[src/rtl/div_unit.sv]
// Multi-cycle radix-2 restoring divider (DIV/DIVU) for the EX stage; result is {remainder, quotient}.
// Optional macro DIV_ZERO_FLAG_EN adds the div_zero_o output flag.
module div_unit #(
    parameter int unsigned DATA_W = 32,
    parameter int unsigned CNT_W  = 6
) (
    input  logic                  clk,
    input  logic                  rst,
    input  logic                  signed_div_i,
    input  logic [DATA_W-1:0]     opdata1_i,
    input  logic [DATA_W-1:0]     opdata2_i,
    input  logic                  start_i,
    input  logic                  annul_i,
    output logic [2*DATA_W-1:0]   result_o,
    output logic                  ready_o
`ifdef DIV_ZERO_FLAG_EN
    ,
    output logic                  div_zero_o
`endif
);

    typedef enum logic [1:0] {
        S_FREE,
        S_BYZERO,
        S_ON,
        S_END
    } state_t;

    localparam logic [CNT_W-1:0] LAST_STEP = CNT_W'(DATA_W);

    state_t              state;
    logic [CNT_W-1:0]    cnt;
    logic [DATA_W-1:0]   rem;
    logic [DATA_W-1:0]   quo;
    logic [DATA_W-1:0]   divisor;
    logic                neg_quo;
    logic                neg_rem;

    logic [DATA_W:0]     shifted;
    logic [DATA_W:0]     diff;
    logic                fits;
    logic [DATA_W-1:0]   mag1;
    logic [DATA_W-1:0]   mag2;
    logic [DATA_W-1:0]   fixed_rem;
    logic [DATA_W-1:0]   fixed_quo;

    // quo starts as the dividend magnitude; its MSB feeds the remainder while quotient bits fill from the LSB
    always_comb begin
        shifted   = {rem, quo[DATA_W-1]};
        diff      = shifted - {1'b0, divisor};
        fits      = (shifted >= {1'b0, divisor});
        mag1      = (signed_div_i && opdata1_i[DATA_W-1]) ? ('0 - opdata1_i) : opdata1_i;
        mag2      = (signed_div_i && opdata2_i[DATA_W-1]) ? ('0 - opdata2_i) : opdata2_i;
        fixed_rem = neg_rem ? ('0 - rem) : rem;
        fixed_quo = neg_quo ? ('0 - quo) : quo;
    end

    always_ff @(posedge clk) begin
        if (rst) begin
            state    <= S_FREE;
            cnt      <= '0;
            rem      <= '0;
            quo      <= '0;
            divisor  <= '0;
            neg_quo  <= 1'b0;
            neg_rem  <= 1'b0;
            ready_o  <= 1'b0;
            result_o <= '0;
`ifdef DIV_ZERO_FLAG_EN
            div_zero_o <= 1'b0;
`endif
        end else begin
            case (state)
                S_FREE: begin
                    if (start_i && !annul_i) begin
                        neg_rem <= signed_div_i & opdata1_i[DATA_W-1];
                        neg_quo <= signed_div_i & (opdata1_i[DATA_W-1] ^ opdata2_i[DATA_W-1]);
                        cnt     <= '0;
                        if (opdata2_i == '0) begin
                            state <= S_BYZERO;
                        end else begin
                            state   <= S_ON;
                            rem     <= '0;
                            quo     <= mag1;
                            divisor <= mag2;
                        end
                    end
                end

                S_BYZERO: begin
                    state    <= S_END;
                    result_o <= '0;
                    ready_o  <= 1'b1;
`ifdef DIV_ZERO_FLAG_EN
                    div_zero_o <= 1'b1;
`endif
                end

                S_ON: begin
                    if (annul_i) begin
                        state    <= S_FREE;
                        ready_o  <= 1'b0;
                        result_o <= '0;
                    end else if (cnt != LAST_STEP) begin
                        rem <= fits ? diff[DATA_W-1:0] : shifted[DATA_W-1:0];
                        quo <= {quo[DATA_W-2:0], fits};
                        cnt <= cnt + CNT_W'(1);
                    end else begin
                        state    <= S_END;
                        result_o <= {fixed_rem, fixed_quo};
                        ready_o  <= 1'b1;
                    end
                end

                S_END: begin
                    if (!start_i) begin
                        state    <= S_FREE;
                        ready_o  <= 1'b0;
                        result_o <= '0;
`ifdef DIV_ZERO_FLAG_EN
                        div_zero_o <= 1'b0;
`endif
                    end
                end

                default: state <= S_FREE;
            endcase
        end
    end

endmodule

[config.mk]
export PLATFORM = sky130hd
export DESIGN_NAME = div_unit
export DESIGN_NICKNAME = d
export VERILOG_FILES = /design/src/rtl/div_unit.sv
export SDC_FILE = /design/constraint.sdc
export NUM_CORES = 1
export LEC_CHECK = 0
export CAP_MARGIN = 15
export CORE_AREA = 4 4 127 178
export CTS_CLUSTER_DIAMETER = 50
export DETAILED_ROUTE_END_ITERATION = 8
export DIE_AREA = 0 0 131 182
export GPL_ROUTABILITY_DRIVEN = 0
export HOLD_SLACK_MARGIN = 0.08
export PLACE_DENSITY_LB_ADDON = 0.05
export SETUP_SLACK_MARGIN = 0.02
export SYNTH_ARGS = -nofsm -noshare
export SYNTH_HDL_FRONTEND = slang
export SYNTH_SLANG_ARGS = --single-unit
export TNS_END_PERCENT = 100
[constraint.sdc]
create_clock -name clk -period 2.9 [get_ports clk]
set_input_delay 0.58 -clock clk [delete_from_list [all_inputs] [get_ports clk]]
set_output_delay 0.58 -clock clk [all_outputs]
set_load 0.03 [all_outputs]
# After elaboration in Yosys (flattened, before gate mapping)
# Cells that the tools add are included.
classes:
  bitwise: 4
  div_mod_pow: 0
  mux: 33
  n_addsub: 6
  n_shift: 0
  n_eq_ne: 10
  reduce_logical: 14
  mul: 0
  order_cmp: 1
ops:
  columns: ["operator", "count"]
  rows:
  - ["2-to-1 mux 32 bit", 13]
  - ["2-to-1 mux 64 bit", 3]
  - ["case mux 64 bit (3 select lines)", 1]
  - ["case mux 32 bit (2 select lines)", 2]
  - ["subtractor 1 x 32 -> 32 bit (first input constant)", 4]
  - [">= comparator 33 x 32 -> 1 bit", 1]
  - ["zero test 32 bit", 1]
  - ["subtractor 32 bit", 1]
  - ["2-to-1 mux 6 bit", 3]
  - ["case mux 6 bit (2 select lines)", 1]
  - ["2-to-1 mux 2 bit", 5]
  - ["!= test 2 bit (second input constant)", 5]
  - ["AND reduction 3 bit", 3]
  - ["case mux 2 bit (4 select lines)", 1]
  - ["adder 6 x 1 -> 6 bit (second input constant)", 1]
  - ["!= test 6 bit (second input constant)", 1]
  - ["AND reduction 5 bit", 1]
  - ["== test 2 bit (second input constant)", 2]
  - ["AND reduction 4 bit", 1]
  - ["logical AND 1 bit", 3]
  - ["2-to-1 mux 1 bit", 3]
  - ["!= test 3 bit (second input constant)", 1]
  - ["case mux 1 bit (3 select lines)", 1]
  - ["nonzero test 3 bit", 1]
  - ["other kinds (8)", 9]
totals:
  memories: 0
  elab_cells: 77
  regBits: 171
  latchBits: 0
  out_inout_bits: 65
  input_bits: 69
  rom_bits: 0
  mem_bits_rw: 0

# Longest topological paths before layout
logic_depth:
  word_depth: 5
  mapped_depth: 13
  ltp_nobuf: 13

# Least setup slack after synthesis
# OpenSTA, ideal clock, no wires.
synth_timing:
  kind: "input to register"
  from: "input opdata2_i[10]"
  to: "register rem[14]"
  setup_slack_ns: -0.057
  arrival_ns: 2.870
  cell_stages: 10
  required_ns: 2.813
  n_path_buf: 1
  setup_time_ns: 0.087
  path_cell_list: "or4_1 nor4_1 and4_1 nand2_1 nand2_1 nand2_1 nor2_1 clkbuf_1 a32oi_1 o31ai_1"
synth_via:
  elab_chain_len: 3
synth_rtl:
  columns: ["item", "line_no", "rtl"]
  rows:
  - ["from (decl)", "11", "input logic [DATA_W-1:0] opdata2_i,"]
  - ["zero test 32 bit", "79", "if (opdata2_i == '0) begin"]
  - ["!= test 2 bit (no source line)", null, null]
  - ["AND reduction 5 bit (no source line)", null, null]
  - ["to (signal assigned)", "105", "rem <= fits ? diff[DATA_W-1:0] : shifted[DATA_W-1:0];"]
  - ["to (decl)", "33", "logic [DATA_W-1:0] rem;"]
# No other way between the ends.
# A chain may end at the register's enable or synchronous reset.

# Final worst setup path
layout_timing:
  from: "register rem[8]"
  to: "register result_o[63]"
layout_via:
  elab_chain_len: 5
layout_rtl:
  columns: ["item", "line_no", "rtl"]
  rows:
  - ["subtractor 1 x 32 -> 32 bit", "54", "fixed_rem = neg_rem ? ('0 - rem) : rem;"]
  - ["2-to-1 mux 32 bit", "54", null]
  - ["2-to-1 mux 64 bit", "104", "end else if (cnt != LAST_STEP) begin"]
  - ["2-to-1 mux 64 bit", "100", "if (annul_i) begin"]
  - ["case mux 64 bit (3 select lines)", "73", "case (state)"]
  - ["to (signal assigned)", "110", "result_o <= {fixed_rem, fixed_quo};"]
  - ["to (decl)", "14", "output logic [2*DATA_W-1:0] result_o,"]
# No other way between the ends. The select of a mux whose other input is x is not followed.

==> results.yml <==
run_status:
  status: "complete, no violations"
logic_synthesis:
  synth_top_area_share_pct: 32.2
  postSynthAreaPerCell_um2: 7.80
  synth-edff-count: 0
  synth_most_common_cell: "dfxtp_1"
  synth_top_area_cell: "dfxtp_1"
  synth_cells: 1361
  async_flop_share_pct: 0
  synth_cell_types: 57
  synth-seq-area-share_pct: 32.2
  syn-num-nets: 1469
  synth_ff_type: "dfxtp_1"
  netlist_top_cells_count: "171 x dfxtp_1, 149 x nor2_1, 142 x nand2_1"
  yosys_warnings: 0
  syn_area_um2: 10600
  synth.area.top_cells: "dfxtp_1 32%, xnor2_1 8.5%, nor2_1 5.3%"
  ys_ff_latch: 171
route:
  vias: 10800
  via_per_inst: 5.79
  wirelength_mm: 32.6
  ant_nets: 0
  dr.first_iter.drc_count: 757
  avgRoutedWirePerCell_um: 17.5
  route.detailed.drc: 0
  firstDrtPassIters: 5
timing:
  max_slew_margin_pct: 49.1
  finalHoldViolations: 0
  hold-worst-slack_ps: 453
  finalMaxSlewViolations: 0
  clock.fmax_ghz: 0.346
  rsz0062_at_grt: "true"
  period_minus_slack_ps: 2890
  min_period_over_period_pct: 99.6
  worst_pin_slew_ps: 763
  setup_viol: 0
  worst_clock_skew_ps: 10.7
floorplan:
  core_um2: 21000
  start_util_pct: 50.5
  rows: 63
  io_pins: 134
  die_area_um2: 23800
  die_w_um: 131
  die_h_um: 182
critical_path:
  cp_max_fo: 3
  cp.arrival_ps: 3210
  end_kind: "flip-flop"
  worstSetupStartpointType: "flip-flop"
  path_class: "flip-flop to flip-flop"
  crit_required_ps: 3220
cts:
  worstSkewPairLatency_ps: 440
  htree_num_levels: 4
  clockBufferDepth: 2
  cts_tree: "yes"
  cts_root_buf: "clkbuf_16"
  path_clk_slew_ps: 70
  hold_buffers: 0
  cts_sinks: 171
  cts_buffers: 17
power_and_ir_drop:
  powerDensity_nw_per_um2: 479
  power_leakage_nw: 5.72
  vdd_drop_max_mv: 0.408
  power_mw: 6.78
global_route:
  grt_overflow_total: 0
  antenna_found_initial: 0
  grtUsageMet3_pct: 3.74
  grt_pass1_wl_mm: 51.4
  grt_usage_pct: 26.8
  grtUsageMet1_pct: 28.3
  busiest_layer: "met2"
  grt_util_met2_pct: 50.6
  first_global_vias: 10500
  grt_max_degree: 52
hold_path:
  hold_class: "flip-flop to flip-flop"
cells_and_area:
  utilization_pct: 67.2
  num-fill-cells: 1805
  n_antenna_cell: 0
  postLayoutCellArea_um2: 14100
  final_nets: 1700
  drive_above_1_share_pct: 15.3
  area_delta_synth_final_pct: 33.2
job:
  maxCapViolations: 0
place:
  place_area_um2: 13200
  hpwlAfterDp_mm: 25.0
  portBuffers: 133
path summary, 6_finish.rpt:
kind	slack, ps	cells after the start	start	endpoint
hold / removal	450	2	divisor[31]	divisor[31]
setup / recovery	10	8	rem[8]	result_o[63]
setup reg to reg	10	8	rem[8]	result_o[63]
hold reg to reg	450	2	divisor[31]	divisor[31]
worst max-delay path, cell delays in order, from the launching register on:
cell and delay [ps]:
dfxtp_2 320, or4_4 530, or4_4 450, or3_4 390, or2_4 240, or3_4 370
o31ai_4 190, xnor2_1 80, a22o_1 200
layout by cell type (no fill, tap or decap), drive strengths merged, types with 5 or more instances in the layout:
| master | instances |
|---|---|
| or4 | 15 |
| ha | 38 |
| nand2b | 7 |
| clkbuf | 17 |
| and3 | 9 |
| nand2 | 142 |
| o21ai | 78 |
| xnor2 | 103 |
| or3 | 16 |
| buf | 161 |
| and2 | 7 |
| nor4 | 12 |
| a31oi | 14 |
| o211ai | 29 |
| clkdlybuf4s50 | 132 |
| nand4 | 9 |
| dfxtp | 171 |
| a211oi | 40 |
| nand3 | 28 |
| o41ai | 11 |
| o31ai | 24 |
| a22oi | 46 |
| a21oi | 94 |
| or2 | 9 |
| mux2i | 18 |
| nor3 | 22 |
| a22o | 19 |
| xor2 | 43 |
| a32oi | 11 |
| inv | 67 |
| a21o | 18 |
| nor2 | 149 |
| nor2b | 5 |
timing repair:
item,CTS,global route
pin swaps,0,8
setup endpoints to repair,9,36
setup buffers,1,8
resized for setup,5,39
cloned,0,1
hold endpoints to repair,0,0
through the flow:
| stage | setup slack (ps) | instances | TNS (ps) |
|---|---|---|---|
| 2_1_floorplan | 42.2 | 1361 | 0 |
| 3_3_place_gp | -193 | 1823 | -7810 |
| 3_5_place_dp | -241 | 1823 | -11050 |
| 4_1_cts | 28.3 | 1856 | 0 |
| 5_1_grt | -49.2 | 1865 | -112 |
| 6_report | 12.9 | 1865 | 0 |
sequential cells by signal, summed over array words and instances (netlist names):
signal    count
state         2
ready_o       1
quo          32
cnt           6
neg_rem       1
result_o     64
divisor      32
rem          32
neg_quo       1
cell type report:
type	count	area, um2	share of cell area (%)
Multi-Input combinational cell	1049	6910	48.8
Sequential cell	171	3430	24.2
Timing Repair Buffer	293	2610	18.5
Clock buffer	17	425	3.01
Tap cell	260	325	2.30
Clock inverter	15	226	1.60
Inverter	60	225	1.59
power by group:
part / internal [mW] / total [mW] / switching, mW
clock: 1.41 / 2.50 / 1.09
combinational: 0.788 / 1.75 / 0.967
sequential: 2.44 / 2.52 / 0.0871
total: 4.63 / 6.78 / 2.14
layer usage:
metal  vias to the layer above  part of all wire (%)  wire, um
li1                       5359                     -         -
met1                      5052                    36     11800
met2                       313                    55     17800
met3                        82                   4.1      1330
met4                         0                   5.1      1650
met5                         -                     0         0
kinds of logic after synthesis:
logic type	after synthesis	synth area share [%]
compound gates	407	25.5
xor+xnor	146	12.0
fa+ha+maj	39	4.67
buf+inv	141	5.00
flops	171	32.2
mux	18	1.70
simple gates	439	18.9
(Power assumes the default switching activity.)
